File: config.mk
export PLATFORM = sky130hd
export DESIGN_NAME = eca_row_sequencer
export DESIGN_NICKNAME = d
export VERILOG_FILES = /design/src/rtl/eca_pkg.sv /design/src/rtl/eca_rule_cell.sv /design/src/rtl/eca_row_sequencer.sv
export SDC_FILE = /design/constraint.sdc
export NUM_CORES = 1
export LEC_CHECK = 0
export ABC_AREA = 1
export CAP_MARGIN = 40
export CORE_ASPECT_RATIO = 0.7
export CORE_MARGIN = 4
export CORE_UTILIZATION = 54
export DETAILED_ROUTE_END_ITERATION = 8
export GPL_TIMING_DRIVEN = 0
export HOLD_SLACK_MARGIN = 0.15
export PLACE_DENSITY_LB_ADDON = 0.3
export SYNTH_ARGS = -nofsm -noshare
export SYNTH_HDL_FRONTEND = slang
export SYNTH_SLANG_ARGS = --single-unit
File: constraint.sdc
create_clock -name clk -period 2.42 [get_ports clk]
set_input_delay 0.242 -clock clk [delete_from_list [all_inputs] [get_ports clk]]
set_output_delay 0.242 -clock clk [all_outputs]
set_load 0.01 [all_outputs]
File: src/rtl/eca_pkg.sv
// ----------------------------------------------------------------------------
// eca_pkg
// Shared types and constants for the elementary cellular automaton row
// sequencer.
//   eca_state_t : sequencer FSM encoding (IDLE, EVAL, COMMIT, DONE)
//   RULE_0X18   : default truth table. Its outputs are 1 only for the
//                 patterns {l,c,r} = 011 and 100.
// ----------------------------------------------------------------------------
package eca_pkg;

    typedef enum logic [1:0] {
        IDLE   = 2'd0,
        EVAL   = 2'd1,
        COMMIT = 2'd2,
        DONE   = 2'd3
    } eca_state_t;

    localparam logic [7:0] RULE_0X18 = 8'h18;

endpackage : eca_pkg

File: src/rtl/eca_rule_cell.sv
// ----------------------------------------------------------------------------
// eca_rule_cell
// Combinational 3-input truth-table lookup: out = rule[{l,c,r}].
// Ports:
//   l, c, r  in   1  left, centre and right neighbour bits
//   rule     in   8  truth table, indexed by {l,c,r}
//   out      out  1  next-generation value of the centre cell
// ----------------------------------------------------------------------------
module eca_rule_cell (
    input  logic       l,
    input  logic       c,
    input  logic       r,
    input  logic [7:0] rule,
    output logic       out
);

    assign out = rule[{l, c, r}];

endmodule : eca_rule_cell

File: src/rtl/eca_row_sequencer.sv
// ----------------------------------------------------------------------------
// eca_row_sequencer
// Walks a single rule cell across a WIDTH-cell row, one cell per clock.
// Results are written into a shadow buffer. The buffer is copied into row_out
// in one cycle (COMMIT), so row_out never shows a partial generation. The walk
// repeats for 'steps' generations, and then done pulses for one cycle.
//
// Handshake: the host loads a row when load_valid and load_ready are both high
// at a rising edge. load_ready is high only in IDLE. start and steps are
// sampled only in IDLE. Nothing is queued while a run is active.
//
// Ports:
//   clk         in   1      rising-edge clock
//   rst_n       in   1      asynchronous active-low reset
//   load_valid  in   1      host presents load_data
//   load_ready  out  1      high only in IDLE
//   load_data   in   WIDTH  row to load
//   start       in   1      begin a run (IDLE only)
//   steps       in   8      generations to run, sampled with start
//   busy        out  1      high in EVAL and COMMIT
//   done        out  1      single-cycle completion pulse
//   row_out     out  WIDTH  committed row
//   fsm_state   out  2      current FSM state (observation only)
// ----------------------------------------------------------------------------
module eca_row_sequencer
    import eca_pkg::*;
#(
    parameter int         WIDTH = 16,
    parameter logic [7:0] RULE  = RULE_0X18,
    parameter bit         WRAP  = 1'b0
) (
    input  logic             clk,
    input  logic             rst_n,
    input  logic             load_valid,
    output logic             load_ready,
    input  logic [WIDTH-1:0] load_data,
    input  logic             start,
    input  logic [7:0]       steps,
    output logic             busy,
    output logic             done,
    output logic [WIDTH-1:0] row_out,
    output eca_state_t       fsm_state
);

    localparam int               IDX_W = $clog2(WIDTH);
    localparam logic [IDX_W-1:0] LAST  = IDX_W'(WIDTH - 1);
    localparam logic [IDX_W-1:0] ONE   = IDX_W'(1);

    eca_state_t       state;
    eca_state_t       state_nx;
    logic [WIDTH-1:0] nxt;
    logic [IDX_W-1:0] idx;
    logic [7:0]       count;

    logic nb_l;
    logic nb_c;
    logic nb_r;
    logic cell_out;

    // Neighbour selection from the committed row. l is the higher index and
    // r is the lower index. At a row edge, the out-of-range neighbour is 0, or
    // it is the opposite end of the row when WRAP is set.
    always_comb begin
        nb_c = row_out[idx];
        if (idx == LAST) begin
            nb_l = WRAP ? row_out[0] : 1'b0;
        end else begin
            nb_l = row_out[idx + ONE];
        end
        if (idx == '0) begin
            nb_r = WRAP ? row_out[WIDTH-1] : 1'b0;
        end else begin
            nb_r = row_out[idx - ONE];
        end
    end

    eca_rule_cell u_cell (
        .l    (nb_l),
        .c    (nb_c),
        .r    (nb_r),
        .rule (RULE),
        .out  (cell_out)
    );

    // State register.
    always_ff @(posedge clk or negedge rst_n) begin
        if (!rst_n) begin
            state <= IDLE;
        end else begin
            state <= state_nx;
        end
    end

    // Next-state logic and Moore outputs.
    always_comb begin
        state_nx   = state;
        busy       = 1'b0;
        done       = 1'b0;
        load_ready = 1'b0;
        case (state)
            IDLE: begin
                load_ready = 1'b1;
                if (start) begin
                    state_nx = (steps == 8'd0) ? DONE : EVAL;
                end
            end
            EVAL: begin
                busy = 1'b1;
                if (idx == LAST) begin
                    state_nx = COMMIT;
                end
            end
            COMMIT: begin
                busy = 1'b1;
                // count is decremented in this cycle, so a value of 1 here
                // means this commit is the last generation of the run.
                state_nx = (count == 8'd1) ? DONE : EVAL;
            end
            DONE: begin
                done     = 1'b1;
                state_nx = IDLE;
            end
            default: state_nx = IDLE;
        endcase
    end

    // Datapath: row register, shadow buffer, cell index, generation counter.
    always_ff @(posedge clk or negedge rst_n) begin
        if (!rst_n) begin
            row_out <= '0;
            nxt     <= '0;
            idx     <= '0;
            count   <= 8'd0;
        end else begin
            case (state)
                IDLE: begin
                    // When a load and a start arrive together, the run operates
                    // on load_data. EVAL reads row_out only from the next cycle.
                    if (load_valid) begin
                        row_out <= load_data;
                    end
                    if (start && (steps != 8'd0)) begin
                        count <= steps;
                        idx   <= '0;
                    end
                end
                EVAL: begin
                    nxt[idx] <= cell_out;
                    if (idx != LAST) begin
                        idx <= idx + ONE;
                    end
                end
                COMMIT: begin
                    row_out <= nxt;
                    count   <= count - 8'd1;
                    idx     <= '0;
                end
                default: ;
            endcase
        end
    end

    assign fsm_state = state;

endmodule : eca_row_sequencer

==> reports/metrics.cfg <==
[worst_setup_path]
rr_worst_depth = 17
critPathMaxFanout = 12
crit_arrival_ps = 2440
worstSetupPathType = reg -> reg
regToRegSetupSlack_ps = 180
reg2reg_from = idx[0]
worstPathRequired_ps = 2620
startpoint_type = flip-flop
crit_path_end_kind = flip-flop
rr_endpoint = nxt[1]

[global_route]
track_usage_pct = 25.0
grt_pass1_vias = 2900
gr-total-overflow = 0
grt_pass1_wl_um = 14200
grt_max_degree = 25
antenna_found_initial = 0

[synthesis]
synth_cell_types = 29
async_flop_share_pct = 100
synth_nets = 479
post-synth-top-count-cell = nand2_1
ys_warn_count = 0
yosys.area.top_type = dfrtp_1
synth_common_cells = 140 x nand2_1, 50 x nor2_1, 46 x dfrtp_1
syn_inst = 440
synth_seq_cells = 46
synth_top_area_share_pct = 37.1
yosysSeqAreaShare_pct = 37.1
ys_top_cells_by_area = dfrtp_1 37%, nand2_1 17%, nand3_1 6.6%
synth_area_per_cell_um2 = 7.05
syn_area_mm2 = 0.00310
synth_edf_count = 0
synth-main-ff-cell = dfrtp_1

[clock_tree]
cts_tree = yes
clockBufferDepth = 2
cts.sinks = 46
root_buffer = clkbuf_8
cts_htree_levels = 2
clkTransAtPathRegs_ps = 90
cts-buffers-inserted = 5
clk_latency_ps = 300

[layout]
diodes = 0
fin_nets = 540
postLayoutCoreUtil_pct = 71.6
instances_no_fill = 574
design_area_mm2 = 0.00386
drive_gt1_share_pct = 9.56
syn2layout_area_growth_pct = 24.4

[sta]
report.final.slew_viol_count = 0
hold_viol = 0
fmax_mhz = 446
setup_viol = 0
relSlewSlack_pct = 62.6
tightestPinTransition_ps = 561
post-route-min-period_ps = 2240
fin_crit_sh_pct = 92.6
skew_ps = 4.07

[drt]
drtIter0Drc = 335
avgRoutedWirePerCell_um = 15.2
route.antenna.remaining_nets = 0
wl_um = 8710
via_count = 3212
highest_layer = met4
dr_wl_met2_um = 3740
drc = 0
drt-met1-wl_um = 4050
via_per_inst = 5.60
drt-pass1-iter-count = 7
dr_wl_met3_um = 802

[floorplan]
start_util_pct = 57.5
num_rows = 22
die_area_mm2 = 0.00704
num_io_pins = 49
die_h_um = 71.4
die-width_um = 98.6
core_area_mm2 = 0.00540

[min_path]
hold_path_class = in -> async

[power_and_ir_drop]
p_leak_nw = 1.92
irDropWorstVdd_mv = 0.776
power.density_mw_per_mm2 = 1380
total_power_w = 0.00533

[outcome]
status = completed

[place]
detailed_place_hpwl_um = 6720
gp_congestion = 0.967
io_buffers = 48
postPlaceCellArea_mm2 = 0.00370
place_inst = 561

[run]
max-cap-violations = 0

[flip-flops by register name, summed over array words and instances (netlist names)]
name,count
nxt,16
row_out,16
count,8
idx,4
fsm_state,2
[worst max path at each step]
| stage | from | end | slack, ps | cells after the start |
|---|---|---|---|---|
| after floorplan | idx[0] | nxt[12] | 350 | 17 |
| after global placement | rst_n | idx[2] | -150 | 1 |
| after detailed placement | idx[0] | nxt[14] | 70 | 17 |
| after CTS | idx[0] | nxt[14] | 40 | 17 |
| after global routing | idx[0] | nxt[9] | -1 | 17 |
| final | idx[0] | nxt[1] | 180 | 17 |
[timing repair]
| item | 4_1_cts | 5_1_grt |
|---|---|---|
| hold endpoints to repair | 22 | 0 |
| setup endpoints to repair | 0 | 16 |
| buffers inserted | 0 | 4 |
| hold buffers | 1 | 0 |
| resized for setup | 0 | 6 |
[layer usage]
metal	vias up	GRT usage [%]
met5	-	0
met3	16	5.54
li1	1539	-
met1	1488	37.9
met2	169	36.4
met4	0	5.76
[cells by family after synthesis]
kind of cell / synth area share (%)
adders and majority gates: 4.44
buffers and inverters: 9.72
DFF: 37.1
xor gates and xnor gates: 1.41
and+or+nand+nor: 37.3
AOI/OAI and AO/OA: 10.1
[cells in the final DEF (no fill, tap or decap), drive strengths merged]
master and n:
ha 11, nor3 4, nand3 55, or2 2
nand2 142, dfrtp 46, buf 14, bufinv 1
clkbuf 16, nand4 3, o21ai 31, nor4 1
xnor2 2, clkinvlp 1, clkdlybuf4s50 47, o211ai 2
a31oi 17, xor2 3, nor2 52, a21oi 2
inv 45, o22ai 3, dlygate4sd3 1, a22oi 1
[through the flow]
step	hold slack (ps)	setup TNS (ps)	setup slack, ps
6_report	454	0	180
5_1_grt	500	-1.46	-1.46
4_1_cts	477	0	40.5
3_5_place_dp	267	0	71.6
3_3_place_gp	490	-6870	-152
2_1_floorplan	-53.6	0	346
[power breakdown]
part,switching (W),internal [W]
Sequential,0.000305,0.00105
Clock,0.000281,0.000309
Combinational,0.00202,0.00136
[layout make-up]
type,count,area [um^2]
plain buffers,18,139
inverters,45,176
repair buffers,54,543
well taps,72,90.1
flip-flops and latches,46,1150
clock buffers,6,72.6
fillers,468,1530
multi-input cells,331,1650
clock inverters,2,37.5
[worst max-delay path, stage by stage, from the launching register on]
cell     delay, ps
dfrtp_1        410
buf_6          150
inv_6           40
buf_6          140
ha_1           290
buf_6          140
inv_4           60
nand3_1         80
nand2_1         70
nand2_1         60
nand2_1         50
nand3_2         80
inv_1           50
nor2_2         120
nand2_4        110
buf_4          160
nand3_1         80
nand2_1         50
Note: power is estimated with default switching activity, not from simulation.
